===== src/rtl/ctrl_pkg.sv =====
`default_nettype none
// ============================================================================
// Module      : ctrl_pkg
// Description : Shared encodings for the multi-cycle control unit: FSM states,
//               RV32I opcodes, ALU operation codes, immediate-generator
//               selects and branch funct3 values.
// Revision    : 1.0 - initial release
// ============================================================================
package ctrl_pkg;

  // FSM state encoding (visible on state_o for debug)
  typedef enum logic [2:0] {
    ST_FETCH     = 3'd0,
    ST_DECODE    = 3'd1,
    ST_EXECUTE   = 3'd2,
    ST_MEMORY    = 3'd3,
    ST_WRITEBACK = 3'd4,
    ST_HALT      = 3'd5
  } state_e;

  // Supported major opcodes
  localparam logic [6:0] OP_R      = 7'b0110011;
  localparam logic [6:0] OP_I      = 7'b0010011;
  localparam logic [6:0] OP_LOAD   = 7'b0000011;
  localparam logic [6:0] OP_STORE  = 7'b0100011;
  localparam logic [6:0] OP_BRANCH = 7'b1100011;

  // ALU operation codes
  localparam logic [3:0] ALU_ADD  = 4'b0000;
  localparam logic [3:0] ALU_SUB  = 4'b0001;
  localparam logic [3:0] ALU_AND  = 4'b0010;
  localparam logic [3:0] ALU_OR   = 4'b0011;
  localparam logic [3:0] ALU_XOR  = 4'b0100;
  localparam logic [3:0] ALU_SLL  = 4'b0101;
  localparam logic [3:0] ALU_SRL  = 4'b0110;
  localparam logic [3:0] ALU_SRA  = 4'b0111;
  localparam logic [3:0] ALU_SLT  = 4'b1000;
  localparam logic [3:0] ALU_SLTU = 4'b1001;

  // Immediate generator selects (2'b11 is reserved and never produced)
  localparam logic [1:0] IMM_I = 2'b00;
  localparam logic [1:0] IMM_S = 2'b01;
  localparam logic [1:0] IMM_B = 2'b10;

  // Memory and branch funct3 values
  localparam logic [2:0] F3_LW  = 3'b010;
  localparam logic [2:0] F3_SW  = 3'b010;
  localparam logic [2:0] F3_BEQ = 3'b000;
  localparam logic [2:0] F3_BNE = 3'b001;
  localparam logic [2:0] F3_BLT = 3'b100;
  localparam logic [2:0] F3_BGE = 3'b101;

  // Immediate format chosen purely by opcode
  function automatic logic [1:0] imm_sel(input logic [6:0] opcode);
    case (opcode)
      OP_STORE:  return IMM_S;
      OP_BRANCH: return IMM_B;
      default:   return IMM_I;
    endcase
  endfunction

endpackage
`default_nettype wire


===== src/rtl/alu_decoder.sv =====
`default_nettype none
// ============================================================================
// Module      : alu_decoder
// Description : Combinational map from (opcode, funct3, funct7[5]) to the ALU
//               operation code and an instruction-legality flag.
// Revision    : 1.0 - initial release
// ============================================================================
module alu_decoder
  import ctrl_pkg::*;
(
  input  logic [6:0] opcode_i,
  input  logic [2:0] funct3_i,
  input  logic       funct7b5_i,
  output logic [3:0] aluop_o,
  output logic       legal_o
);

  logic w_is_r;
  assign w_is_r = (opcode_i == OP_R);

  // Operation and legality decode; bit 30 only matters for SUB/SRA/SRAI/SLLI
  always_comb begin
    aluop_o = ALU_ADD;
    legal_o = 1'b0;
    case (opcode_i)
      OP_R, OP_I: begin
        case (funct3_i)
          3'b000:  aluop_o = (w_is_r && funct7b5_i) ? ALU_SUB : ALU_ADD;
          3'b001:  aluop_o = ALU_SLL;
          3'b010:  aluop_o = ALU_SLT;
          3'b011:  aluop_o = ALU_SLTU;
          3'b100:  aluop_o = ALU_XOR;
          3'b101:  aluop_o = funct7b5_i ? ALU_SRA : ALU_SRL;
          3'b110:  aluop_o = ALU_OR;
          default: aluop_o = ALU_AND;
        endcase
        if (w_is_r)
          legal_o = !funct7b5_i || (funct3_i == 3'b000) || (funct3_i == 3'b101);
        else
          legal_o = !((funct3_i == 3'b001) && funct7b5_i);
      end
      OP_LOAD: begin
        aluop_o = ALU_ADD;
        legal_o = (funct3_i == F3_LW);
      end
      OP_STORE: begin
        aluop_o = ALU_ADD;
        legal_o = (funct3_i == F3_SW);
      end
      OP_BRANCH: begin
        aluop_o = ALU_SUB;
        legal_o = (funct3_i == F3_BEQ) || (funct3_i == F3_BNE) ||
                  (funct3_i == F3_BLT) || (funct3_i == F3_BGE);
      end
      default: begin
        aluop_o = ALU_ADD;
        legal_o = 1'b0;
      end
    endcase
  end

endmodule
`default_nettype wire


===== src/rtl/control_fsm.sv =====
`default_nettype none
// ============================================================================
// Module      : control_fsm
// Description : Multi-cycle control unit for an RV32I subset (R/I ALU, LW, SW,
//               BEQ/BNE/BLT/BGE). Latches the instruction in FETCH, walks it
//               through DECODE/EXECUTE/MEMORY/WRITEBACK and drives the
//               datapath controls from (state, IR, status) only.
//               Optional macro PERF_INSTRET_EN enables the retired-instruction
//               counter; without it instret is tied to zero.
// Revision    : 1.0 - initial release
// ============================================================================
module control_fsm
  import ctrl_pkg::*;
#(
  parameter int XLEN     = 32,
  parameter int STATUS_W = 4
) (
  input  logic                clk,
  input  logic                reset,
  input  logic                run,
  input  logic [XLEN-1:0]     instr,
  input  logic [STATUS_W-1:0] status,
  output logic                pc_we,
  output logic                pcsrc,
  output logic                alusrc,
  output logic [3:0]          aluop,
  output logic                mrw,
  output logic                wb,
  output logic                regrw,
  output logic [1:0]          immgen_ctrl,
  output logic [2:0]          state_o,
  output logic                illegal,
  output logic [XLEN-1:0]     instret
);

  state_e          state_q;
  logic [XLEN-1:0] ir_q;
  logic            illegal_q;

  logic [6:0] w_opcode;
  logic [2:0] w_funct3;
  logic [3:0] w_dec_aluop;
  logic       w_dec_legal;
  logic       w_f7_checked;
  logic       w_f7_rest_ok;
  logic       w_legal;
  logic       w_is_r, w_is_load, w_is_store, w_is_branch;
  logic       w_taken;

  assign w_opcode    = ir_q[6:0];
  assign w_funct3    = ir_q[14:12];
  assign w_is_r      = (w_opcode == OP_R);
  assign w_is_load   = (w_opcode == OP_LOAD);
  assign w_is_store  = (w_opcode == OP_STORE);
  assign w_is_branch = (w_opcode == OP_BRANCH);

  alu_decoder u_alu_decoder (
    .opcode_i   (w_opcode),
    .funct3_i   (w_funct3),
    .funct7b5_i (ir_q[30]),
    .aluop_o    (w_dec_aluop),
    .legal_o    (w_dec_legal)
  );

  // R-type and shift-immediates also need the remaining funct7 bits clear
  assign w_f7_checked = w_is_r ||
                        ((w_opcode == OP_I) && ((w_funct3 == 3'b001) || (w_funct3 == 3'b101)));
  assign w_f7_rest_ok = !ir_q[31] && (ir_q[29:25] == 5'b00000);
  assign w_legal      = w_dec_legal && (!w_f7_checked || w_f7_rest_ok);

  // Branch resolution from {V,C,N,Z}
  always_comb begin
    case (w_funct3)
      F3_BEQ:  w_taken = status[0];
      F3_BNE:  w_taken = !status[0];
      F3_BLT:  w_taken = status[1] ^ status[3];
      default: w_taken = !(status[1] ^ status[3]);
    endcase
  end

  // State sequencing, instruction latch and sticky illegal flag
  always_ff @(posedge clk or negedge reset) begin
    if (!reset) begin
      state_q   <= ST_FETCH;
      ir_q      <= '0;
      illegal_q <= 1'b0;
    end else begin
      case (state_q)
        ST_FETCH: begin
          if (run) begin
            ir_q    <= instr;
            state_q <= ST_DECODE;
          end
        end
        ST_DECODE: begin
          if (w_legal) begin
            state_q <= ST_EXECUTE;
          end else begin
            state_q   <= ST_HALT;
            illegal_q <= 1'b1;
          end
        end
        ST_EXECUTE: begin
          if (w_is_branch)                  state_q <= ST_FETCH;
          else if (w_is_load || w_is_store) state_q <= ST_MEMORY;
          else                              state_q <= ST_WRITEBACK;
        end
        ST_MEMORY:    state_q <= w_is_store ? ST_FETCH : ST_WRITEBACK;
        ST_WRITEBACK: state_q <= ST_FETCH;
        ST_HALT:      state_q <= ST_HALT;
        default:      state_q <= ST_FETCH;
      endcase
    end
  end

  // Datapath controls decoded from the current state and latched IR
  always_comb begin
    pc_we       = 1'b0;
    pcsrc       = 1'b0;
    alusrc      = 1'b0;
    aluop       = ALU_ADD;
    mrw         = 1'b0;
    wb          = 1'b0;
    regrw       = 1'b0;
    immgen_ctrl = IMM_I;
    case (state_q)
      ST_DECODE: begin
        immgen_ctrl = imm_sel(w_opcode);
      end
      ST_EXECUTE: begin
        immgen_ctrl = imm_sel(w_opcode);
        alusrc      = !(w_is_r || w_is_branch);
        aluop       = w_dec_aluop;
        if (w_is_branch) begin
          pc_we = 1'b1;
          pcsrc = w_taken;
        end
      end
      ST_MEMORY: begin
        immgen_ctrl = imm_sel(w_opcode);
        alusrc      = 1'b1;
        aluop       = ALU_ADD;
        if (w_is_store) begin
          mrw   = 1'b1;
          pc_we = 1'b1;
        end
      end
      ST_WRITEBACK: begin
        immgen_ctrl = imm_sel(w_opcode);
        alusrc      = !w_is_r;
        aluop       = w_dec_aluop;
        regrw       = 1'b1;
        pc_we       = 1'b1;
        wb          = !w_is_load;
      end
      default: ;
    endcase
  end

  assign state_o = state_q;
  assign illegal = illegal_q;

`ifdef PERF_INSTRET_EN
  localparam logic [XLEN-1:0] c_ONE = {{(XLEN-1){1'b0}}, 1'b1};
  logic [XLEN-1:0] instret_q;

  // Count every cycle in which the PC is loaded (one per retired instruction)
  always_ff @(posedge clk or negedge reset) begin
    if (!reset)     instret_q <= '0;
    else if (pc_we) instret_q <= instret_q + c_ONE;
  end

  assign instret = instret_q;
`else
  assign instret = '0;
`endif

endmodule
`default_nettype wire

===== config.mk =====
export PLATFORM = sky130hd
export DESIGN_NAME = control_fsm
export DESIGN_NICKNAME = d
export VERILOG_FILES = /design/src/rtl/ctrl_pkg.sv /design/src/rtl/alu_decoder.sv /design/src/rtl/control_fsm.sv
export SDC_FILE = /design/constraint.sdc
export NUM_CORES = 1
export LEC_CHECK = 0
export BUFFER_PORTS_ARGS = -buffer_cell sky130_fd_sc_hd__buf_2
export CAP_MARGIN = 25
export CORE_AREA = 10 10 71 73
export DETAILED_ROUTE_END_ITERATION = 8
export DIE_AREA = 0 0 81 83
export PLACE_DENSITY = 0.75
export SYNTH_ARGS = -nofsm -noshare
export SYNTH_HDL_FRONTEND = slang
export SYNTH_SLANG_ARGS = --single-unit

===== constraint.sdc =====
create_clock -name clk -period 2.1 [get_ports clk]
set_input_delay 0.21 -clock clk [delete_from_list [all_inputs] [get_ports clk]]
set_output_delay 0.21 -clock clk [all_outputs]
set_load 0.02 [all_outputs]

# Word-level counts from Yosys, hierarchy flattened
# Cells that the tools add are included.
word_totals:
  romBits: 0
  mem_count: 0
  latchBits: 0
  mem_bits_rw: 0
  word_cells: 80
  register_bits: 36
op_classes:
  div: 0
  shift: 0
  addsub: 0
  n_reduce_logical: 33
  n_eq_ne: 17
  order_cmp: 0
  n_mux: 25
  mul: 0
  bitwise: 2
op_table:
  columns: ["op", "count"]
  rows:
  - ["4-bit one-hot mux with 7 select lines", 1]
  - ["3-bit equality test, second input constant", 5]
  - ["3-bit 2-to-1 mux", 5]
  - ["3-bit one-hot mux with 5 select lines", 1]
  - ["7-bit by 6-bit equality test with 1-bit output, second input constant", 2]
  - ["3-bit by 2-bit equality test with 1-bit output, second input constant", 4]
  - ["1-bit one-hot mux with 3 select lines", 4]
  - ["1-bit logical OR", 10]
  - ["1-bit 2-to-1 mux", 10]
  - ["1-bit zero test", 9]
  - ["4-bit one-hot mux with 2 select lines", 1]
  - ["7-bit by 2-bit equality test with 1-bit output, second input constant", 1]
  - ["7-bit by 5-bit equality test with 1-bit output, second input constant", 1]
  - ["7-bit equality test, second input constant", 1]
  - ["3-bit by 1-bit equality test with 1-bit output, second input constant", 2]
  - ["3-bit zero test", 2]
  - ["2-bit OR reduction", 3]
  - ["1-bit logical AND", 5]
  - ["5-bit zero test", 1]
  - ["4-bit 2-to-1 mux", 1]
  - ["2-bit one-hot mux with 2 select lines", 1]
  - ["2-bit AND reduction", 2]
  - ["4-bit OR reduction", 1]
  - ["2-bit 2-to-1 mux", 1]
  - ["other kinds (3)", 3]

# Depth between registers and ports, before layout
# Gate-level depths: netlist of run 1.
logic_depth:
  word_depth: 9
  mapped_depth: 6

# Cells and area by module
# Synthesis of run 1 repeated with hierarchy kept, for this count alone.
unflattened:
  hier_cells: 161
  area_unflattened_um2: 1517.7
by_module_without_submodules:
  columns: ["module", "seq_area_each_um2", "area_per_inst_um2", "n_inst", "cells_per_inst"]
  rows:
  - ["control_fsm", 525.5, 1360.1, 1, 137]
  - ["alu_decoder", 0.0, 157.7, 1, 24]

# Worst setup path after synthesis of run 1
# Ideal clock, no wire load.
synth_timing:
  path_type: "register to output"
  startpoint: "register ir_q[2]"
  endpoint: "output port aluop[0]"
  required_time_ns: 1.890
  arrival_time_ns: 1.704
  path_stages_with_launch: 5
  slack_ns: 0.186
  cell_sequence: "dfrtp_1 -> nand4bb_4 -> or3_4 -> or2_4 -> a21boi_0"
synth_between:
  elab_chain_len: 6
  word_cells_on_any_way: 9
synth_lines:
  columns: ["item", "line_no", "rtl"]
  rows:
  - ["start, declared", "control_fsm.sv:37", "logic [XLEN-1:0] ir_q;"]
  - ["start signal, assigned", "control_fsm.sv:91", "ir_q <= instr;"]
  - ["7-bit by 6-bit equality test with 1-bit output", "alu_decoder.sv:19, alu_decoder.sv:25", null]
  - ["1-bit logical AND", "alu_decoder.sv:28", "3'b000: aluop_o = (w_is_r && funct7b5_i) ? ALU_SUB : ALU_ADD;"]
  - ["1-bit 2-to-1 mux", "alu_decoder.sv:28", null]
  - ["4-bit one-hot mux with 7 select lines", "alu_decoder.sv:27", "case (funct3_i)"]
  - ["4-bit one-hot mux with 2 select lines (*)", "alu_decoder.sv:25", "case (opcode_i)"]
  - ["4-bit 2-to-1 mux (*)", "control_fsm.sv:126", "case (state_q)"]
  - ["end, declared", "control_fsm.sv:26", "output logic [3:0] aluop,"]
# Mark *: on every way between the ends. The rest lies on a longest branch, timed or not.

# Worst setup path after layout of run 1
layout_timing:
  startpoint: "register ir_q[2]"
  endpoint: "output port alusrc"
layout_between:
  elab_chain_len: 4
  word_cells_on_any_way: 6
layout_lines:
  columns: ["item", "line_no", "rtl"]
  rows:
  - ["7-bit by 6-bit equality test with 1-bit output / 7-bit equality test (equally long branches)", "control_fsm.sv:52, control_fsm.sv:55", null]
  - ["1-bit logical OR", "control_fsm.sv:132", "alusrc = !(w_is_r || w_is_branch);"]
  - ["1-bit zero test", "control_fsm.sv:132", null]
  - ["1-bit one-hot mux with 3 select lines (*)", "control_fsm.sv:126", null]
  - ["end, declared", "control_fsm.sv:25", "output logic alusrc,"]
# Marked as above.

==> results.py, run 1 <==
metrics = {
    "clock_network": {
        "h-tree-depth": 1,
        "root_buffer": "clkbuf_8",
        "cts_tree": "built",
        "path_clk_slew_ns": 0.07,
        "cts_buffer_depth": 2,
        "cts_sinks": 21,
        "clk_latency_ns": 0.26,
        "cts_buffers": 3,
    },
    "final_layout": {
        "post-route-cell-area_mm2": 0.00177,
        "syn2layout_area_growth_pct": 11.6,
        "fillCellCount": 383,
        "drive_gt1_share_pct": 40.9,
        "final_nets": 238,
        "diodes": 0,
        "regArea_um2": 528,
        "multiInputGateArea_um2": 866,
    },
    "detailed_routing": {
        "drt-wirelength-per-cell_um": 14.0,
        "wirelength_mm": 3.46,
        "first_pass_iters": 4,
        "initialDrtViolationCount": 42,
        "viasPerCell": 4.76,
        "drc_errors": 0,
        "vias": 1170,
        "final_antenna_net_count": 0,
    },
    "logic_synthesis": {
        "ys_ff_latch": 21,
        "synth_area_leaders": "dfrtp_1 (33%), buf_4 (16%), mux2_2 (9.3%)",
        "ys_types": 49,
        "synthCells": 159,
        "synth_flop_cell": "dfrtp_1",
        "synth_top_area_share_pct": 33.2,
        "postSynthAreaPerCell_um2": 9.95,
        "synth_edf_count": 0,
        "syn_area_mm2": 0.00158,
        "ys_seq_area_share_pct": 33.2,
        "async_reset_ff_share_pct": 100,
        "synth_top_area_cell": "dfrtp_1",
        "yosysWarningCount": 0,
    },
    "placed_design": {
        "dp_hpwl_mm": 2.72,
        "finalWeightedCongestion": 0.795,
        "placed_area_mm2": 0.00165,
        "io_buffers": 38,
    },
    "die": {
        "die_area_mm2": 0.00672,
        "ios": 87,
        "chipWidth_um": 81,
        "chipHeight_um": 83,
        "initial_core_util_pct": 43.5,
        "rows": 22,
        "core_region_area_mm2": 0.00363,
    },
    "worst_setup_path": {
        "crit_path_start_kind": "flop",
        "path_cells": "nand4bb_4, or3_4, or2_4, a21oi_2, o21ai_1, buf_4",
        "critPathArrivalTime_ns": 1.83,
        "crit_fanout": 4,
        "crit_slowest_cell": "dfrtp_1",
        "cp_slowest_stage_delay_ns": 0.38,
        "cp_data_required_time_ns": 1.89,
        "crit_type": "reg -> out",
        "worst-r2r-cell-count": 6,
        "worstSetupEndpointType": "output port",
    },
    "sta": {
        "layout_min_cycle_time_ns": 2.04,
        "layout_worst_path_cycle_share_pct": 97.0,
        "fmax_mhz": 491,
        "clock_skew_ns": 0.000724,
        "grt_setup_unrepaired": "yes",
        "slew_violations": 0,
        "setup_viol": 0,
        "final-hold-violation-count": 0,
    },
    "power": {
        "total_power_uw": 858,
        "ir_drop_mv": 0.390,
        "powerDensity_mw_per_mm2": 486,
        "total_leakage_power_nw": 0.827,
    },
    "grt": {
        "grt_max_degree": 22,
        "grt_pass1_vias": 1177,
        "track_usage_pct": 9.99,
        "grt_first_pass_wirelength_mm": 5.53,
        "grt_overflow": 0,
        "antenna_found_initial": 0,
    },
    "min_path": {
        "hold_class": "in -> reg",
        "worst_hold_path.num_cells": 3,
    },
    "status": {
        "status": "finished, final reports clean",
    },
    "job": {
        "max_cap_violations": 0,
    },
}
-- layer usage --
| layer | GRT usage (%) | part of all wire [%] | routed length [um] | vias to the layer above |
|---|---|---|---|---|
| met5 | 0 | 0 | 0 | - |
| met4 | 3.76 | 1.4 | 47 | 0 |
| met3 | 4.63 | 14 | 494 | 4 |
| met2 | 15.6 | 45 | 1540 | 51 |
| met1 | 11.5 | 40 | 1370 | 547 |
| li1 | - | - | - | 568 |
-- layout make-up --
type | instances | area share (%)
timing repair buffer | 44 | 14.0
multi-input combinational | 124 | 49.0
clock buffer | 4 | 2.55
tap | 48 | 3.40
sequential | 21 | 29.9
inverter | 5 | 1.06
-- worst max-delay path: cells and delay by family, from the launching register on --
family	cells	cell delay (ns)
AND/OR/NAND/NOR	3	0.86
AO/OA/AOI/OAI	2	0.18
buffers and inverters	1	0.16
flip-flops	1	0.38
-- repair_timing --
item / CTS / global route
endpoints found under the hold margin: 21 / 0
gates cloned: 0 / 0
endpoints found under the setup margin: 3 / 8
resized for setup: 2 / 13
setup buffers: 3 / 0
pin swaps: 3 / 4
hold buffers: 1 / 0
-- cell families after synthesis --
| group | after synthesis | synth area share (%) |
|---|---|---|
| multiplexers | 15 | 10.6 |
| XOR/XNOR | 3 | 1.66 |
| AND/OR/NAND/NOR | 45 | 19.9 |
| other | 1 | 0.237 |
| AO/OA/AOI/OAI | 29 | 12.7 |
| buffers and inverters | 45 | 21.7 |
| flip-flops | 21 | 33.2 |
-- report_power, final --
part | total [mW] | leakage [nW] | switching [mW] | internal, mW
clock | 0.258 | 0.0228 | 0.123 | 0.135
combinational | 0.153 | 0.554 | 0.0971 | 0.0563
sequential | 0.446 | 0.250 | 0.0238 | 0.422
total | 0.858 | 0.827 | 0.244 | 0.614
-- cell usage after synthesis (all sizes together) (2+ instances only) --
library cell	number
nor3	5
o21bai	2
dfrtp	21
a21o	2
clkbuf	4
nor2	8
and2b	2
nand2b	2
nor4	2
a21oi	7
or3	2
nand2	7
or2b	3
inv	5
xnor2	2
nand3	4
o31ai	3
o21ai	7
mux2	14
buf	36
-- registers in the layout, indices dropped and copies added (netlist names) --
| signal | flops |
|---|---|
| ir_q | 17 |
| state_o | 3 |
| illegal | 1 |
-- layout by cell type (no fill, tap or decap), drive strengths merged, types with 2 or more instances in the layout --
| cell type | n |
|---|---|
| dfrtp | 21 |
| a21o | 2 |
| xnor2 | 2 |
| or2b | 3 |
| o31ai | 3 |
| and2b | 2 |
| nand2 | 7 |
| o21bai | 2 |
| conb | 32 |
| nor4 | 2 |
| buf | 43 |
| nor3 | 5 |
| a21oi | 7 |
| clkbuf | 4 |
| nand2b | 2 |
| nor2 | 8 |
| mux2 | 14 |
| o21ai | 7 |
| nand3 | 4 |
| inv | 5 |
| or3 | 2 |
-- metrics by stage --
step                setup slack (ns)  utilization [%]  setup TNS, ns  std cells  hold WS [ns]
floorplan                      0.186                -              0        190       -0.0856
global placement               0.224             45.4              0        238         0.191
detailed placement             0.220             45.4              0        238         0.198
global route                 -0.0402             48.6        -0.0482        246         0.160
finish                        0.0630             48.6              0        246         0.155
CTS                          0.00101             47.7              0        246         0.150
-- worst paths after layout --
check / slack, ns / end / startpoint
setup / recovery: 0.06 / alusrc / ir_q[2]
hold / removal: 0.15 / ir_q[13] / instr[13]
setup reg to reg: 0.32 / state_o[1] / ir_q[2]
hold reg to reg: 0.46 / illegal / illegal
max in group asynchronous: 1.31 / ir_q[5] / reset
min in group asynchronous: 0.44 / ir_q[3] / reset
Note: power is estimated with default switching activity, not from simulation.
==> run 2: changes to the inputs <==
--- a/config.mk
+++ b/config.mk
@@ -11,6 +11,7 @@
 export DETAILED_ROUTE_END_ITERATION = 8
 export DIE_AREA = 0 0 81 83
 export PLACE_DENSITY = 0.75
+export REMOVE_ABC_BUFFERS = 1
 export SYNTH_ARGS = -nofsm -noshare
 export SYNTH_HDL_FRONTEND = slang
 export SYNTH_SLANG_ARGS = --single-unit
==> run 2 against run 1 <==
- via count increased by 0.17%
- clock skew about the same
- first-iteration DRC count increased by 64%
- combinational power about the same
- worst setup slack improved by 0.0014 ns
- maximum frequency about the same
- die area unchanged
- routed wire length increased by 0.14%
- critical path type unchanged
- largest cell class unchanged
==> results.py, run 2 (synthesized netlist as in run 1, its figures left out) <==
metrics = {
    "worst_setup_path": {
        "critPathTopFamily": "simple AND/OR/NAND/NOR gates",
        "crit_fanout": 4,
        "worstSetupEndpointType": "output port",
        "cp_slowest_stage_delay_ns": 0.38,
        "critPathArrivalTime_ns": 1.83,
        "crit_path_start_kind": "flop",
        "path_cells": "nand4bb_4, or3_4, or2_4, a21oi_2, o21ai_1, buf_4",
        "crit_type": "reg -> out",
        "cp_data_required_time_ns": 1.89,
        "path_buf_inv": 1,
        "crit_slowest_cell": "dfrtp_1",
    },
    "sta": {
        "fmax_mhz": 491,
        "final-hold-violation-count": 0,
        "layout_min_cycle_time_ns": 2.04,
        "clock_skew_ns": 0.000973,
        "grt_setup_unrepaired": "yes",
        "fin_tns_setup_ns": 0,
        "layout_worst_path_cycle_share_pct": 96.9,
        "hold_ws_ns": 0.145,
        "setup_viol": 0,
        "fin_ws_ns": 0.0644,
        "slew_violations": 0,
    },
    "detailed_routing": {
        "viasPerCell": 4.76,
        "final_antenna_net_count": 0,
        "drt-wirelength-per-cell_um": 14.1,
        "initialDrtViolationCount": 69,
        "wirelength_mm": 3.46,
        "first_pass_iters": 4,
        "vias": 1172,
        "drc_errors": 0,
    },
    "die": {
        "rows": 22,
        "chipWidth_um": 81,
        "core_region_area_mm2": 0.00363,
        "chipHeight_um": 83,
        "initial_core_util_pct": 43.5,
        "ios": 87,
        "die_area_mm2": 0.00672,
    },
    "placed_design": {
        "dp_slack_ns": 0.218,
        "io_buffers": 38,
        "place_inst": 238,
        "dp_hpwl_mm": 2.69,
        "placed_area_mm2": 0.00165,
        "finalWeightedCongestion": 0.774,
    },
    "final_layout": {
        "final-instance-count-excl-fill": 246,
        "regMostFlops": "ir_q",
        "syn2layout_area_growth_pct": 10.8,
        "final_nets": 238,
        "fin_util_pct": 48.2,
        "mostFrequentLayoutCells": "buf_2 (35), conb_1 (32), dfrtp_1 (20)",
        "drive_gt1_share_pct": 39.4,
        "post-route-cell-area_mm2": 0.00175,
        "largest_reg_flops": 17,
        "fillCellCount": 349,
        "final_common_cell": "buf_2",
        "diodes": 0,
    },
    "power": {
        "ir_drop_mv": 0.404,
        "powerDensity_mw_per_mm2": 492,
        "total_power_uw": 861,
        "total_leakage_power_nw": 0.827,
    },
    "clock_network": {
        "root_buffer": "clkbuf_8",
        "h-tree-depth": 1,
        "cts_sinks": 21,
        "cts_buffers": 3,
        "cts_buffer_depth": 2,
        "cts_tree": "built",
        "path_clk_slew_ns": 0.07,
        "clk_latency_ns": 0.26,
    },
    "grt": {
        "antenna_found_initial": 0,
        "grt_max_degree": 22,
        "track_usage_pct": 9.91,
        "grt_overflow": 0,
        "grt_pass1_vias": 1158,
        "grt_first_pass_wirelength_mm": 5.47,
    },
    "min_path": {
        "hold_class": "in -> reg",
    },
    "job": {
        "max_cap_violations": 0,
    },
    "status": {
        "status": "finished, final reports clean",
    },
}
==> run 2: cell counts in the layout (fill, tap and decap cells not counted) <==
Identical to the previous run, type by type.
==> run 2: path summary, 6_finish.rpt <==
check,from,slack (ns),to,cells after the start
max reg2reg,ir_q[2],0.23,state_o[1],6
min in group asynchronous,reset,0.43,ir_q[1],2
min reg2reg,illegal,0.46,illegal,1
max,ir_q[2],0.06,alusrc,6
min,instr[13],0.15,ir_q[13],3
max in group asynchronous,reset,1.32,ir_q[14],2
==> run 2: layout make-up <==
cell class                 count  area [um2]  share of cell area [%]
clock buffer                   4        45.0                    2.57
inverter                       5        18.8                    1.07
tap                           48        60.1                    3.43
sequential                    21         527                    30.1
multi-input combinational    124         856                    48.9
timing repair buffer          44         245                    14.0
==> run 2: what timing repair did <==
| item | in CTS | in global routing |
|---|---|---|
| buffers inserted | 3 | 0 |
| setup endpoints to repair | 3 | 6 |
| gates resized for setup | 5 | 6 |
| hold endpoints to repair | 21 | 0 |
| pin swaps | 5 | 5 |
| hold buffers | 1 | 0 |
==> run 2: per-layer routing <==
layer  track usage (%)  wire (um)  vias up  part of all wire, %
li1                  -          -      570                    -
met5                 0          0        -                    0
met3              4.09        529        5                   15
met4              4.23         53        0                  1.5
met2              13.9       1400       63                   40
met1              12.8       1480      534                   43
==> run 2: report_power, final <==
part           internal [mW]  switching (mW)
Combinational         0.0561          0.0962
Clock                  0.135           0.128
Sequential             0.422          0.0232
==> run 2: worst reg2reg max path, stage by stage, from the launching register on <==
cell       delay [ns]
dfrtp_1          0.38
nand4bb_4        0.23
buf_4            0.15
buf_4            0.14
nor3_1           0.26
or4bb_1          0.55
o31ai_2          0.08
==> run 3: changes to the inputs <==
--- a/config.mk
+++ b/config.mk
@@ -7,11 +7,12 @@
 export LEC_CHECK = 0
 export BUFFER_PORTS_ARGS = -buffer_cell sky130_fd_sc_hd__buf_2
 export CAP_MARGIN = 25
-export CORE_AREA = 10 10 71 73
+export CORE_AREA = 10 10 70 72
 export DETAILED_ROUTE_END_ITERATION = 8
-export DIE_AREA = 0 0 81 83
+export DIE_AREA = 0 0 80 82
 export PLACE_DENSITY = 0.75
 export REMOVE_ABC_BUFFERS = 1
 export SYNTH_ARGS = -nofsm -noshare
 export SYNTH_HDL_FRONTEND = slang
+export SYNTH_HIERARCHICAL = 1
 export SYNTH_SLANG_ARGS = --single-unit
==> run 3 against run 2 <==
- sequential power is 77% higher
- largest cell class unchanged
- critical path type unchanged
- hold slack worse by 0.019 ns
- synthesized area fell by 4.0%
- critical endpoint is now aluop[0]
- combinational power increased to 5.8 times the previous value
- largest power group is now combinational cells
- sequential cell count is the same
==> results.py, run 3 <==
metrics = {
    "status": {
        "status": "finished, final reports clean",
    },
    "logic_synthesis": {
        "ys_types": 47,
        "synth_flop_cell": "dfrtp_1",
        "synth_edf_count": 0,
        "synthCells": 161,
        "ys_ff_latch": 21,
        "syn_area_mm2": 0.00152,
        "async_reset_ff_share_pct": 100,
        "postSynthAreaPerCell_um2": 9.43,
        "yosysWarningCount": 6,
        "ys_seq_area_share_pct": 34.6,
        "synth_top_area_cell": "dfrtp_1",
        "synth_common_cells": "buf_4 (33), dfrtp_1 (21), mux2_2 (14)",
        "synth_area_leaders": "dfrtp_1 (35%), buf_4 (16%), mux2_2 (10%)",
        "synth.most_common_cell": "buf_4",
        "synth_top_area_share_pct": 34.6,
    },
    "placed_design": {
        "dp_hpwl_mm": 2.76,
        "dp_slack_ns": 0.220,
        "place_inst": 246,
        "finalWeightedCongestion": 0.780,
        "io_buffers": 38,
        "placed_area_mm2": 0.00166,
    },
    "min_path": {
        "hold_class": "in -> reg",
    },
    "detailed_routing": {
        "routed.top_layer": "met4",
        "wl_met1_mm": 1.33,
        "first_pass_iters": 4,
        "final_antenna_net_count": 0,
        "wl_met3_um": 416,
        "drt-wirelength-per-cell_um": 13.5,
        "vias": 1193,
        "wirelength_mm": 3.41,
        "viasPerCell": 4.73,
        "initialDrtViolationCount": 101,
        "drc_errors": 0,
        "wl_met2_mm": 1.65,
    },
    "final_layout": {
        "fin_util_pct": 48.2,
        "final-instance-count-excl-fill": 252,
        "final_nets": 244,
        "syn2layout_area_growth_pct": 13.7,
        "fillCellCount": 375,
        "diodes": 0,
        "drive_gt1_share_pct": 36.8,
        "final_common_cell": "buf_2",
        "mostFrequentLayoutCells": "buf_2 (38), conb_1 (32), dfrtp_1 (19)",
        "post-route-cell-area_mm2": 0.00173,
        "largest_reg_flops": 17,
        "regMostFlops": "ir_q",
    },
    "sta": {
        "setup_viol": 0,
        "hold_ws_ns": 0.126,
        "fin_ws_ns": 0.0968,
        "clock_skew_ns": 0.0114,
        "grt_setup_unrepaired": "yes",
        "layout_worst_path_cycle_share_pct": 95.4,
        "layout_min_cycle_time_ns": 2.00,
        "fin_tns_setup_ns": 0,
        "final-hold-violation-count": 0,
        "fmax_mhz": 499,
        "slew_violations": 0,
    },
    "grt": {
        "grt_overflow": 0,
        "grt_first_pass_wirelength_mm": 5.36,
        "grt_max_degree": 22,
        "grt_pass1_vias": 1186,
        "antenna_found_initial": 0,
        "track_usage_pct": 9.81,
    },
    "worst_setup_path": {
        "worst-r2r-cell-count": 7,
        "crit_type": "reg -> out",
        "critical_path.startpoint": "ir_q[14]",
        "r2r_slack_ns": 0.23,
        "critPathArrivalTime_ns": 1.79,
        "worstSetupEndpoint": "aluop[0]",
        "crit_path_start_kind": "flop",
        "worstSetupEndpointType": "output port",
        "r2r-end": "state_o[0]",
        "cp_data_required_time_ns": 1.89,
        "crit_fanout": 6,
        "timing.rr.start": "ir_q[14]",
    },
    "die": {
        "ios": 87,
        "initial_core_util_pct": 42.4,
        "chipHeight_um": 82,
        "chipWidth_um": 80,
        "die_area_mm2": 0.00656,
        "rows": 22,
        "core_region_area_mm2": 0.00358,
    },
    "clock_network": {
        "clk_latency_ns": 0.29,
        "cts_tree": "built",
        "cts_buffers": 3,
        "cts_buffer_depth": 2,
        "root_buffer": "clkbuf_4",
        "h-tree-depth": 1,
        "cts_sinks": 21,
        "path_clk_slew_ns": 0.11,
    },
    "power": {
        "powerDensity_mw_per_mm2": 1080,
        "ir_drop_mv": 0.406,
        "total_power_mw": 1.86,
        "total_leakage_power_nw": 0.852,
    },
    "job": {
        "max_cap_violations": 0,
    },
}
==> run 3: cells by family after synthesis <==
group / after synthesis / synth area share [%]
buf+inv: 45 / 19.5
compound gates: 34 / 15.7
mux: 14 / 10.4
flops: 21 / 34.6
simple gates: 43 / 17.7
other cells: 1 / 0.247
xor+xnor: 3 / 1.73
==> run 3: timing repair <==
| item | in CTS | in global routing |
|---|---|---|
| setup buffers | 0 | 1 |
| endpoints found under the hold margin | 21 | 0 |
| endpoints found under the setup margin | 0 | 9 |
| hold buffers | 1 | 0 |
| gates resized for setup | 0 | 8 |
==> run 3: power breakdown <==
part	total [mW]	switching, mW	internal, mW
registers	0.787	0.205	0.582
logic	0.884	0.467	0.417
clock network	0.185	0.111	0.0738
==> run 3: final cells by class <==
class                   count  area, um2  area share, %
repair buffers             45        245           14.2
clock buffers               4       26.3           1.52
multi-input cells         126        836           48.4
inverters                   8       30.0           1.74
well taps                  48       60.1           3.48
flip-flops and latches     21        528           30.6
==> run 3: metal layers <==
| metal | vias up | track usage, % |
|---|---|---|
| li1 | 590 | - |
| met1 | 558 | 11.1 |
| met2 | 43 | 16.9 |
| met3 | 2 | 3.93 |
| met4 | 0 | 2.64 |
| met5 | - | 0 |
==> run 3: how the worst min path moves through the flow <==
stage / from / slack [ns] / end / cells after the start
floorplan: reset / -0.09 / illegal / 0
global placement: reset / 0.18 / ir_q[1] / 1
detailed placement: reset / 0.20 / ir_q[30] / 1
CTS: instr[4] / 0.12 / ir_q[4] / 3
global route: instr[13] / 0.11 / ir_q[13] / 3
finish: instr[4] / 0.13 / ir_q[4] / 3
==> run 3: worst max-delay path, stage by stage (launching register included) <==
cell and delay (ns):
dfrtp_2 0.45, or3b_1 0.42, nor3b_2 0.16, o211ai_1 0.09, o21ai_0 0.09, and2_1 0.14, buf_2 0.16
